File: config.mk
export PLATFORM = sky130hd
export DESIGN_NAME = mem_port_arbiter
export DESIGN_NICKNAME = d
export VERILOG_FILES = /design/src/rtl/mem_port_arbiter.sv
export SDC_FILE = /design/constraint.sdc
export NUM_CORES = 1
export LEC_CHECK = 0
export BUFFER_PORTS_ARGS = -buffer_cell sky130_fd_sc_hd__buf_4
export CAP_MARGIN = 40
export CELL_PAD_IN_SITES_DETAIL_PLACEMENT = 2
export CELL_PAD_IN_SITES_GLOBAL_PLACEMENT = 2
export CORE_MARGIN = 10
export CORE_UTILIZATION = 32
export DETAILED_ROUTE_END_ITERATION = 12
export PLACE_DENSITY = 0.83
export SKIP_LAST_GASP = 1
export SYNTH_ARGS = -nofsm -noshare
export SYNTH_HDL_FRONTEND = slang
export SYNTH_SLANG_ARGS = --single-unit
export TNS_END_PERCENT = 5
File: constraint.sdc
create_clock -name clk -period 13.7 [get_ports clk]
set_clock_uncertainty 0.2 [all_clocks]
set_input_delay 2.74 -clock clk [delete_from_list [all_inputs] [get_ports clk]]
set_output_delay 2.74 -clock clk [all_outputs]
set_load 0.05 [all_outputs]
File: src/rtl/mem_port_arbiter.sv
// Shares one single-port memory between the fetch (IF) and load/store (D) requesters.
// Build option: define ARB_FAIR_EN to alternate grants when both requesters are pending.
module mem_port_arbiter #(
  parameter int unsigned ADDR_W  = 32,
  parameter int unsigned DATA_W  = 32,
  parameter int unsigned MEM_LAT = 2
) (
  input  logic              clk,
  input  logic              rst,
  input  logic              if_req,
  input  logic [ADDR_W-1:0] if_addr,
  output logic [DATA_W-1:0] if_rdata,
  output logic              if_ready,
  input  logic              d_req,
  input  logic              d_we,
  input  logic [ADDR_W-1:0] d_addr,
  input  logic [DATA_W-1:0] d_wdata,
  output logic [DATA_W-1:0] d_rdata,
  output logic              d_ready,
  output logic              mem_en,
  output logic              mem_we,
  output logic [ADDR_W-1:0] mem_addr,
  output logic [DATA_W-1:0] mem_wdata,
  input  logic [DATA_W-1:0] mem_rdata,
  output logic              stallF,
  output logic              stallM
);

  localparam int unsigned      CNT_W    = $clog2(MEM_LAT + 1);
  localparam logic [CNT_W-1:0] CNT_LOAD = CNT_W'(MEM_LAT - 1);

  typedef enum logic [1:0] {S_IDLE = 2'd0, S_ACC = 2'd1, S_RESP = 2'd2} state_e;
  typedef enum logic {OWN_IF = 1'b0, OWN_D = 1'b1} owner_e;

  state_e            state_q, state_d;
  owner_e            owner_q, owner_d;
  logic [CNT_W-1:0]  cnt_q, cnt_d;
  logic              mem_en_q, mem_en_d;
  logic              mem_we_q, mem_we_d;
  logic [ADDR_W-1:0] mem_addr_q, mem_addr_d;
  logic [DATA_W-1:0] mem_wdata_q, mem_wdata_d;
  logic [DATA_W-1:0] if_rdata_q, if_rdata_d;
  logic [DATA_W-1:0] d_rdata_q, d_rdata_d;
  logic              if_ready_q, if_ready_d;
  logic              d_ready_q, d_ready_d;
  logic              grant_d_c;

`ifdef ARB_FAIR_EN
  owner_e            last_owner_q, last_owner_d;

  // Contended grants go to whoever was not served last.
  always_comb begin
    grant_d_c    = d_req & (~if_req | (last_owner_q == OWN_IF));
    last_owner_d = last_owner_q;
    if ((state_q == S_IDLE) && (if_req | d_req)) begin
      last_owner_d = grant_d_c ? OWN_D : OWN_IF;
    end
  end

  always_ff @(posedge clk or posedge rst) begin
    if (rst) last_owner_q <= OWN_IF;
    else     last_owner_q <= last_owner_d;
  end
`else
  always_comb begin
    grant_d_c = d_req;
  end
`endif

  always_ff @(posedge clk or posedge rst) begin
    if (rst) begin
      state_q     <= S_IDLE;
      owner_q     <= OWN_IF;
      cnt_q       <= '0;
      mem_en_q    <= 1'b0;
      mem_we_q    <= 1'b0;
      mem_addr_q  <= '0;
      mem_wdata_q <= '0;
      if_rdata_q  <= '0;
      d_rdata_q   <= '0;
      if_ready_q  <= 1'b0;
      d_ready_q   <= 1'b0;
    end else begin
      state_q     <= state_d;
      owner_q     <= owner_d;
      cnt_q       <= cnt_d;
      mem_en_q    <= mem_en_d;
      mem_we_q    <= mem_we_d;
      mem_addr_q  <= mem_addr_d;
      mem_wdata_q <= mem_wdata_d;
      if_rdata_q  <= if_rdata_d;
      d_rdata_q   <= d_rdata_d;
      if_ready_q  <= if_ready_d;
      d_ready_q   <= d_ready_d;
    end
  end

  // Next-state and registered-output values; the memory strobes are set one cycle ahead.
  always_comb begin
    state_d     = state_q;
    owner_d     = owner_q;
    cnt_d       = cnt_q;
    mem_en_d    = 1'b0;
    mem_we_d    = 1'b0;
    mem_addr_d  = mem_addr_q;
    mem_wdata_d = mem_wdata_q;
    if_rdata_d  = if_rdata_q;
    d_rdata_d   = d_rdata_q;
    if_ready_d  = 1'b0;
    d_ready_d   = 1'b0;
    case (state_q)
      S_IDLE: begin
        if (if_req | d_req) begin
          owner_d    = grant_d_c ? OWN_D : OWN_IF;
          mem_en_d   = 1'b1;
          mem_we_d   = grant_d_c & d_we;
          mem_addr_d = grant_d_c ? d_addr : if_addr;
          if (grant_d_c) mem_wdata_d = d_wdata;
          cnt_d      = CNT_LOAD;
          state_d    = S_ACC;
        end
      end
      S_ACC: begin
        if (cnt_q != '0) begin
          cnt_d    = cnt_q - CNT_W'(1);
          mem_en_d = 1'b1;
          mem_we_d = mem_we_q;
        end else begin
          if (owner_q == OWN_IF) begin
            if_rdata_d = mem_rdata;
            if_ready_d = 1'b1;
          end else begin
            if (!mem_we_q) d_rdata_d = mem_rdata;
            d_ready_d = 1'b1;
          end
          state_d = S_RESP;
        end
      end
      S_RESP: begin
        state_d = S_IDLE;
      end
      default: begin
        state_d = S_IDLE;
      end
    endcase
  end

  assign if_rdata  = if_rdata_q;
  assign if_ready  = if_ready_q;
  assign d_rdata   = d_rdata_q;
  assign d_ready   = d_ready_q;
  assign mem_en    = mem_en_q;
  assign mem_we    = mem_we_q;
  assign mem_addr  = mem_addr_q;
  assign mem_wdata = mem_wdata_q;

  // Stalls come from registered ready only, so no path loops back to the requests.
  assign stallF = if_req & ~if_ready_q & ~rst;
  assign stallM = d_req & ~d_ready_q & ~rst;

endmodule

==> flow_summary_export.csv <==
group,metric,value,unit
route,ant_nets,0,
route,first_pass_iters,4,
final_layout,seq_area,3430,µm²
global_route,grt_usage,0.166,
timing,hold_viol_final,0,
route,wirelength,19700,µm
final_layout,multi_input_area,2010,µm²
timing,clock.fmax,150,MHz
yosys,synth_edf_count,0,
global_route,grt_pass1_wl,30600,µm
cts,holdBufCountCts,0,
yosys,ys_seq_elements,137,
timing,fin_crit,6.67,ns
worst_setup_path,end_kind,"primary output",
cts,post-cts-setup-buffer-count,0,
global_route,grt_overflow,0,
route,highest_layer,"met4",
final_layout,nFillCells,1703,
worst_hold_path,hold-path-endpoint,"mem_wdata[12]$_DFFE_PP0P_",
final_layout,fin_area,8420,µm²
die,placementRows,48,
timing,setup_ws,7.03,ns
timing,slew_violations,0,
yosys,ys.flop_type,"dfrtp_1",
timing,finalSetupTns,0,ns
final_layout,diodes,0,
cts,clkTransAtPathRegs,0.06,ns
route,wl_per_cell,22.2,µm
die,die-area,23400,µm²
route,wl_met3,1110,µm
worst_setup_path,worstPathArrival,3.73,ns
placed_design,portBuffers,266,
timing,rsz0062_at_grt,"no",
global_route,grt_max_degree,70,
final_layout,drive_gt1_frac,0.513,
yosys,synth_nets,519,
cts,numClockSinks,137,
yosys,synth_common_cells,"137 x dfrtp_1, 96 x mux2_1, 36 x a21oi_1",
cts,clk_path_buf_depth,2,
timing,setup_viol,0,
worst_setup_path,required,10.76,ns
route,vias,4188,
yosys,synth.distinct_cells,25,
pwr,p_leak,4.03,nW
pwr,ir_drop,136,µV
cts,worstSkewPairLatency,0.41,ns
yosys,syn_area,5660,µm²
worst_hold_path,hold_path_depth,1,
die,core,17300,µm²
final_layout,final_nets,783,
yosys,syn-mean-instance-area,14.7,µm²
route,drt_iter0_drc,131,
route,met2WireLength,10900,µm
global_route,first_global_vias,4888,
run_status,outcome,"finished clean",
placed_design,post_dp_cell_area,7810,µm²
placed_design,place_worst_setup_slack,7.05,ns
die,die-width,153,µm
cts,cts-root-buf,"clkbuf_16",
yosys,netlist_instances,384,
worst_setup_path,path_class,"in2out",
global_route,antenna_found_initial,0,
final_layout,area_growth,48.7,%
cts,cts_made_buffers,17,
timing,min_period_over_period,0.486,
job,maxCapViolCount,0,
route,drc,0,
worst_setup_path,r2r_end,"d_rdata[6]$_DFFE_PP0P_",
yosys,yosys_warnings,0,
yosys,yosysTopAreaCellShare,0.606,
worst_setup_path,timing.rr.start,"cnt_q[0]$_DFFE_PP0P_",
worst_hold_path,min_from,"mem_wdata[12]$_DFFE_PP0P_",
timing,tightestPinTransition,0.871,ns
pwr,powerDensity,317,nW/µm²
worst_setup_path,r2r_slack,11.61,ns
worst_setup_path,r2r_cells,5,
placed_design,globalplace.congestion,0.726,
yosys,synth_area_leader_cell,"dfrtp_1",
placed_design,place_hpwl,15100,µm
worst_hold_path,hold_path_class,"reg2reg",
die,start_util,0.327,
worst_setup_path,critPathLaunchType,"input port",
yosys,yosysSeqAreaShare,0.606,
yosys,async_flop_share,1.00,
die,pin_count,267,
cts,h-tree-depth,4,
route,m1WireLength,7350,µm
timing,relSlewSlack,0.419,
cts,cts_tree,"done",
cts,cts_resized,0,
route,detail_route.vias_per_cell,4.73,
worst_setup_path,cp_max_fo,36,
yosys,synthTopCellsByArea,"dfrtp_1 61%, mux2_1 19%, mux2i_1 5.8%",
yosys,yosysMostFrequentCell,"dfrtp_1",
die,die_y,153,µm
-- state kept, by name, summed over array words and instances (netlist names) --
signal     count
owner_q        1
mem_we         1
if_rdata      32
cnt_q          2
mem_addr      32
d_ready        1
mem_en         1
state_q        2
if_ready       1
mem_wdata     32
d_rdata       32
-- routing by layer --
metal / track usage / up-vias
li1: - / 1891
met5: 0 / -
met2: 0.309 / 147
met3: 0.0502 / 15
met4: 0.0531 / 0
met1: 0.174 / 2135
-- worst max-delay path by stage --
stage	startpoint	end	cells after the start
floorplan	d_req	stallM	3
global placement	d_req	stallM	3
detailed placement	d_req	stallM	3
CTS	d_req	stallM	3
global route	d_req	stallM	3
finish	d_req	stallM	3
-- power breakdown --
part / switching (W) / internal [W] / leakage (nW)
Sequential: 0.000118 / 0.000610 / 1.61
Combinational: 0.00103 / 0.000442 / 2.13
Clock: 0.000176 / 0.000292 / 0.297
-- cell usage in the layout (no fill, tap or decap), types with 2 or more instances in the layout --
cell,netlist,final
clkinv_2,0,3
clkinvlp_4,0,2
bufinv_16,0,3
mux2_1,96,96
ha_1,2,2
a21oi_1,36,36
mux2i_1,33,33
clkinv_4,0,4
nor3b_1,3,3
clkbuf_16,0,17
nand3b_1,2,2
a21oi_2,30,30
dfrtp_1,137,137
inv_6,0,3
buf_4,3,271
inv_1,5,4
-- cells by family after synthesis --
logic type | after synthesis | share of synthesized area
flops | 137 | 0.606
compound gates | 68 | 0.0811
buf+inv | 32 | 0.0393
fa+ha+maj | 2 | 0.00442
mux | 129 | 0.249
simple gates | 16 | 0.0203
-- layout make-up --
class	count	area share
tap	225	0.0334
inverter	5	0.00282
clock inverter	14	0.0205
multi-input combinational	215	0.239
sequential	137	0.407
timing repair buffer	272	0.245
clock buffer	18	0.0522
-- worst max-delay path, cell delays in order --
cell     delay [ns]
buf_4          0.45
nor3b_1        0.27
buf_4          0.24
-- metrics by stage --
step / power [W] / util / cells / hold WS (ns)
6_report: 0.00267 / 0.487 / 886 / 0.285
3_3_place_gp: 0.00217 / 0.450 / 853 / 0.269
5_1_grt: 0.00281 / 0.487 / 886 / 0.295
2_1_floorplan: 0.00172 / - / 384 / 0.256
4_1_cts: 0.00272 / 0.487 / 886 / 0.289
3_5_place_dp: 0.00223 / 0.451 / 854 / 0.276
(Power assumes the default switching activity.)
